<file path="config.mk">
export PLATFORM = sky130hd
export DESIGN_NAME = aes_round_ctrl
export DESIGN_NICKNAME = d
export VERILOG_FILES = /design/src/rtl/aes_pkg.sv /design/src/rtl/aes_rcon_gen.sv /design/src/rtl/aes_round_ctrl.sv
export SDC_FILE = /design/constraint.sdc
export NUM_CORES = 1
export LEC_CHECK = 0
export ABC_AREA = 1
export CAP_MARGIN = 15
export CORE_ASPECT_RATIO = 0.8
export CORE_MARGIN = 4
export CORE_UTILIZATION = 40
export DETAILED_ROUTE_END_ITERATION = 16
export GPL_ROUTABILITY_DRIVEN = 0
export PLACE_DENSITY = 0.68
export SYNTH_ARGS = -nofsm -noshare
export SYNTH_HDL_FRONTEND = slang
export SYNTH_HIERARCHICAL = 1
export SYNTH_SLANG_ARGS = --single-unit
</file>
<file path="constraint.sdc">
create_clock -name clk -period 1.35 [get_ports clk]
set_input_delay 0.135 -clock clk [delete_from_list [all_inputs] [get_ports clk]]
set_output_delay 0.135 -clock clk [all_outputs]
set_load 0.05 [all_outputs]
</file>
<file path="src/rtl/aes_pkg.sv">
// Shared types and constants for the AES round controller: FSM state encoding,
// default round count, first round constant and the GF(2^8) xtime helper.
package aes_pkg;

    typedef enum logic [2:0] {
        S_IDLE  = 3'd0,
        S_LOAD  = 3'd1,
        S_SUB   = 3'd2,
        S_SHIFT = 3'd3,
        S_MIX   = 3'd4,
        S_ARK   = 3'd5,
        S_DONE  = 3'd6
    } aes_state_e;

    localparam int          AES_NR        = 10;
    localparam logic [7:0]  AES_RCON_INIT = 8'h01;

    // Multiply by x in GF(2^8) modulo the AES polynomial.
    function automatic logic [7:0] xtime(input logic [7:0] b);
        xtime = {b[6:0], 1'b0} ^ (b[7] ? 8'h1B : 8'h00);
    endfunction

endpackage

</file>
<file path="src/rtl/aes_rcon_gen.sv">
// Round-constant register: reloads the first constant on reset or a new block,
// and steps by xtime once per key-expansion advance.
module aes_rcon_gen
    import aes_pkg::*;
#(
    parameter logic [7:0] RCON_INIT = AES_RCON_INIT
) (
    input  logic       clk,
    input  logic       rst,
    input  logic       load_i,
    input  logic       adv_i,
    output logic [7:0] rcon_o
);

    logic [7:0] rcon_q;
    logic [7:0] rcon_d;

    always_comb begin
        rcon_d = rcon_q;
        if (load_i) begin
            rcon_d = RCON_INIT;
        end else if (adv_i) begin
            rcon_d = xtime(rcon_q);
        end
    end

    always_ff @(posedge clk or posedge rst) begin
        if (rst) begin
            rcon_q <= RCON_INIT;
        end else begin
            rcon_q <= rcon_d;
        end
    end

    assign rcon_o = rcon_q;

endmodule

</file>
<file path="src/rtl/aes_round_ctrl.sv">
// AES encryption round sequencer: LOAD, then SUB/SHIFT/MIX/ARK per round with MIX
// skipped in the last round. Define AES_ROUND_CTRL_ABORT_EN for the abort/aborted ports.
module aes_round_ctrl
    import aes_pkg::*;
#(
    parameter int         NR        = AES_NR,
    parameter logic [7:0] RCON_INIT = AES_RCON_INIT
) (
    input  logic       clk,
    input  logic       rst,
    input  logic       start,
`ifdef AES_ROUND_CTRL_ABORT_EN
    input  logic       abort,
    output logic       aborted,
`endif
    output logic       ready,
    output logic       ld_state,
    output logic       sub_en,
    output logic       shift_en,
    output logic       mix_en,
    output logic       ark_en,
    output logic       key_en,
    output logic [7:0] rcon,
    output logic [3:0] round_idx,
    output logic       busy,
    output logic       done,
    output aes_state_e state_dbg
);

    localparam logic [3:0] NR_L = 4'(NR);

    aes_state_e state_q;
    logic [3:0] round_q;
    logic       ld_q, sub_q, shift_q, mix_q, ark_q, key_q, done_q;
    logic       start_acc;
    logic       abort_req;

    assign start_acc = start && (state_q == S_IDLE);

`ifdef AES_ROUND_CTRL_ABORT_EN
    logic aborted_q;

    assign abort_req = abort && (state_q != S_IDLE);

    always_ff @(posedge clk or posedge rst) begin
        if (rst) begin
            aborted_q <= 1'b0;
        end else begin
            aborted_q <= abort_req;
        end
    end

    assign aborted = aborted_q;
`else
    assign abort_req = 1'b0;
`endif

    // Enables are registered alongside the state so each is high exactly while
    // the FSM sits in the state that owns it.
    always_ff @(posedge clk or posedge rst) begin
        if (rst) begin
            state_q <= S_IDLE;
            round_q <= 4'd0;
            ld_q    <= 1'b0;
            sub_q   <= 1'b0;
            shift_q <= 1'b0;
            mix_q   <= 1'b0;
            ark_q   <= 1'b0;
            key_q   <= 1'b0;
            done_q  <= 1'b0;
        end else begin
            ld_q    <= 1'b0;
            sub_q   <= 1'b0;
            shift_q <= 1'b0;
            mix_q   <= 1'b0;
            ark_q   <= 1'b0;
            key_q   <= 1'b0;
            done_q  <= 1'b0;
            case (state_q)
                S_IDLE: begin
                    if (start_acc) begin
                        state_q <= S_LOAD;
                        round_q <= 4'd0;
                        ld_q    <= 1'b1;
                        ark_q   <= 1'b1;
                    end
                end
                S_LOAD: begin
                    state_q <= S_SUB;
                    round_q <= 4'd1;
                    sub_q   <= 1'b1;
                    key_q   <= 1'b1;
                end
                S_SUB: begin
                    state_q <= S_SHIFT;
                    shift_q <= 1'b1;
                end
                S_SHIFT: begin
                    if (round_q == NR_L) begin
                        state_q <= S_ARK;
                        ark_q   <= 1'b1;
                    end else begin
                        state_q <= S_MIX;
                        mix_q   <= 1'b1;
                    end
                end
                S_MIX: begin
                    state_q <= S_ARK;
                    ark_q   <= 1'b1;
                end
                S_ARK: begin
                    if (round_q < NR_L) begin
                        state_q <= S_SUB;
                        round_q <= round_q + 4'd1;
                        sub_q   <= 1'b1;
                        key_q   <= 1'b1;
                    end else begin
                        state_q <= S_DONE;
                        done_q  <= 1'b1;
                    end
                end
                S_DONE: begin
                    state_q <= S_IDLE;
                end
                default: begin
                    state_q <= S_IDLE;
                    round_q <= 4'd0;
                end
            endcase
            // Abort overrides whatever the case above scheduled.
            if (abort_req) begin
                state_q <= S_IDLE;
                round_q <= 4'd0;
                ld_q    <= 1'b0;
                sub_q   <= 1'b0;
                shift_q <= 1'b0;
                mix_q   <= 1'b0;
                ark_q   <= 1'b0;
                key_q   <= 1'b0;
                done_q  <= 1'b0;
            end
        end
    end

    aes_rcon_gen #(
        .RCON_INIT(RCON_INIT)
    ) u_rcon (
        .clk    (clk),
        .rst    (rst),
        .load_i (start_acc || abort_req),
        .adv_i  (key_q),
        .rcon_o (rcon)
    );

    assign ready     = (state_q == S_IDLE);
    assign busy      = (state_q != S_IDLE);
    assign ld_state  = ld_q;
    assign sub_en    = sub_q;
    assign shift_en  = shift_q;
    assign mix_en    = mix_q;
    assign ark_en    = ark_q;
    assign key_en    = key_q;
    assign done      = done_q;
    assign round_idx = round_q;
    assign state_dbg = state_q;

endmodule

</file>
==> run summary <==
Final Critical Period = 1406 ps
Setup_tns = -78.34 ps
Post-Syn Nets = 129
Yosys warns = 6
Placement Rows = 16
Fin cells = 200
Gr usage total = 16.11%
Critical path origin = state_dbg[1]$_DFFE_PP0P_
Synth cell types = 24
CTS Buf Count = 3
CORE AREA = 0.002442 sq mm
Crit path DAT = 1270 ps
Pwr dens = 2691 mW/mm^2
Clock latency on the worst-skew pair = 310 ps
CTS Root Cell = clkbuf_4
Unrepaired setup endpoints after global routing = yes
Post-DR vias/cell = 4.770
Placed Instances = 192
Via count = 954
Vias in the first global route = 960
Post-Synthesis Cell Area = 0.001023 sq mm
Cells after Synth = 124
Worst EP required = 1220 ps
Port Buffers = 26
Critical Path Start Type = register
Share of layout cells above drive strength 1 = 40.85%
Area delta synth->final = 66.14%
Post-synthesis mux area share = 0%
CTS tree = yes
Setup violators final = 2
Starting DRC count in detailed routing = 16
Antenna cells = 0
Top FF cell, synth = dfrtp_1
Die Width = 64.56 microns
Clk buf depth = 2
WL/cell = 12.38 microns
Initial Utilization = 41.91%
Post-Synth Simple-Gate Area = 29.95%
Initial DRT Pass Iterations = 4
Syn_area_per_cell = 8.254 sq um
Post-synth EDFFs = 0
First-pass GRT wire length = 4.202 mm
Routed Wire Length = 2.476 mm
Antenna violations before repair = 0
Origin of the critical flop-to-flop path = state_dbg[1]$_DFFE_PP0P_
Maximum fanout along the worst path = 3
DR DRC count = 0
Fin nets = 170
Hold Crit Class = in2async
Fillers = 197
Design Area, Final = 0.001700 sq mm
Final Slew Violations = 0
Die Height = 53.25 microns
Post-synthesis adder-cell area fraction = 2.445%
Status = complete, but fails checks
H-tree levels = 1
Grt ovf = 0
Period utilisation layout = 104.1%
Placed cell areas = 0.001618 sq mm
Synth Area in Compound Gates = 6.846%
Slew headroom = 75.95%
Skew final = 9.311 ps
IO Pins = 27
Clk pin slew, worst setup/hold paths = 130 ps
Worst IR Drop VDD = 1.755 mV
Post-Synth XOR/XNOR Area = 0.8557%
Final hold slack = 86.12 ps
Clk sinks = 21
Worst Max-Slew Pin Slew = 360.8 ps
Largest family of logic cells by synthesized area = simple AND/OR/NAND/NOR gates
Kind of critical path = reg2out
Worst setup EP type = output port
Final worst-path setup slack = -55.68 ps
Failing checks = negative setup slack
Yosys reg bits = 21
Leakage = 0.8240 nW
DP Worst Slack = 75.63 ps
Largest net degree at the start of global routing = 14
ANT nets after route = 0
Detailed Place HPWL = 1.900 mm
Max_cap viols = 0
Die area = 0.003437 sq mm
Hold buffers post-CTS = 0
Fin. Hold Viols = 0
Fmax = 711.4 MHz
Sequential area share after synthesis = 51.47%
Ys async rst share = 100.0%
==> final cells by class <==
type / count / area [sq um] / area share, %
clock buffers: 3 / 22.52 / 1.325
clock inverters: 1 / 5.005 / 0.2943
inverters: 21 / 87.58 / 5.151
multi-input cells: 81 / 426.7 / 25.09
flip-flops and latches: 21 / 531.8 / 31.27
well taps: 36 / 45.04 / 2.649
repair buffers: 37 / 581.8 / 34.22
==> layer usage <==
layer / vias to the layer above / wire, microns / track usage, %
li1: 461 / - / -
met1: 456 / 1064 / 18.73
met2: 29 / 1239 / 28.42
met3: 8 / 111 / 4.459
met4: 0 / 61 / 6.316
met5: - / 0 / 0
==> state kept, by name, summed over array words and instances (netlist names) <==
register,count
round_idx,4
ark_en,1
u_rcon/rcon_o,8
shift_en,1
ld_state,1
mix_en,1
done,1
state_dbg,3
key_en,1
==> logic make-up (layout without fill, tap and decap cells) <==
group / count (synthesis) / count (layout)
compound gates: 11 / 11
xor+xnor: 1 / 1
fa+ha+maj: 2 / 2
buf+inv: 22 / 62
flops: 21 / 21
simple gates: 67 / 67
==> layout by cell type (no fill, tap or decap), drive strengths merged <==
| cell | netlist | layout |
|---|---|---|
| clkdlybuf4s50 | 0 | 2 |
| clkinv | 1 | 2 |
| dfstp | 1 | 1 |
| nand3b | 1 | 1 |
| buf | 1 | 35 |
| a21oi | 2 | 2 |
| o21ai | 7 | 7 |
| clkinvlp | 0 | 1 |
| nand4 | 1 | 1 |
| ha | 2 | 2 |
| nand3 | 9 | 9 |
| a31oi | 1 | 1 |
| clkbuf | 0 | 3 |
| xnor2 | 1 | 1 |
| dfrtp | 20 | 20 |
| nand2 | 42 | 42 |
| o211ai | 1 | 1 |
| nor2 | 14 | 14 |
| inv | 20 | 19 |
==> where the power goes <==
| group | leakage, nW | switching [mW] | internal (mW) |
|---|---|---|---|
| clock | 0.0177 | 0.204 | 0.111 |
| sequential | 0.272 | 0.263 | 0.861 |
| combinational | 0.534 | 1.75 | 1.39 |
| total | 0.824 | 2.22 | 2.36 |
==> critical path, cell delays in order (launching register included) <==
cell and delay, ps:
dfrtp_2 440, inv_4 70, nand2_4 50, nor2_4 120, clkinvlp_4 120, buf_8 150
==> cell usage after synthesis (2+ instances only) <==
master	n	share of area [%]
nor2_1	7	2.6
inv_1	14	5.1
dfrtp_1	20	49
nand2_1	40	15
nand2_2	2	1.2
nor2_4	2	2.2
inv_2	6	2.2
nor2_2	5	3.1
o21ai_2	2	1.7
ha_1	2	2.4
nand3_1	8	3.9
o21ai_0	4	2.0
==> repair_timing <==
item | in CTS | in global routing
pin swaps | 2 | 0
gates resized for setup | 6 | 1
buffers inserted | 5 | 0
setup endpoints to repair | 2 | 4
==> per-stage QoR <==
| stage | power [mW] | utilization, % |
|---|---|---|
| after floorplan | 2.654 | - |
| after global placement | 4.038 | 66.24 |
| after detailed placement | 4.098 | 66.24 |
| after CTS | 4.597 | 69.77 |
| after global routing | 4.801 | 69.62 |
| final | 4.577 | 69.62 |
==> path summary, 6_finish.rpt <==
| kind | to | slack (ps) | cells past startpoint |
|---|---|---|---|
| min in group clk | state_dbg[0]$_DFFE_PP0P_ | 490 | 3 |
| worst min-delay path | u_rcon/rcon_o[6]$_DFFE_PP0P_ | 90 | 2 |
| worst min register to register | u_rcon/rcon_o[0]$_DFFE_PP1P_ | 560 | 2 |
| worst max register to register | u_rcon/rcon_o[4]$_DFFE_PP0P_ | 100 | 8 |
| max in group asynchronous | u_rcon/rcon_o[0]$_DFFE_PP1P_ | 970 | 2 |
| worst max-delay path | busy | -60 | 5 |
Power figures use the tool's default switching activity.
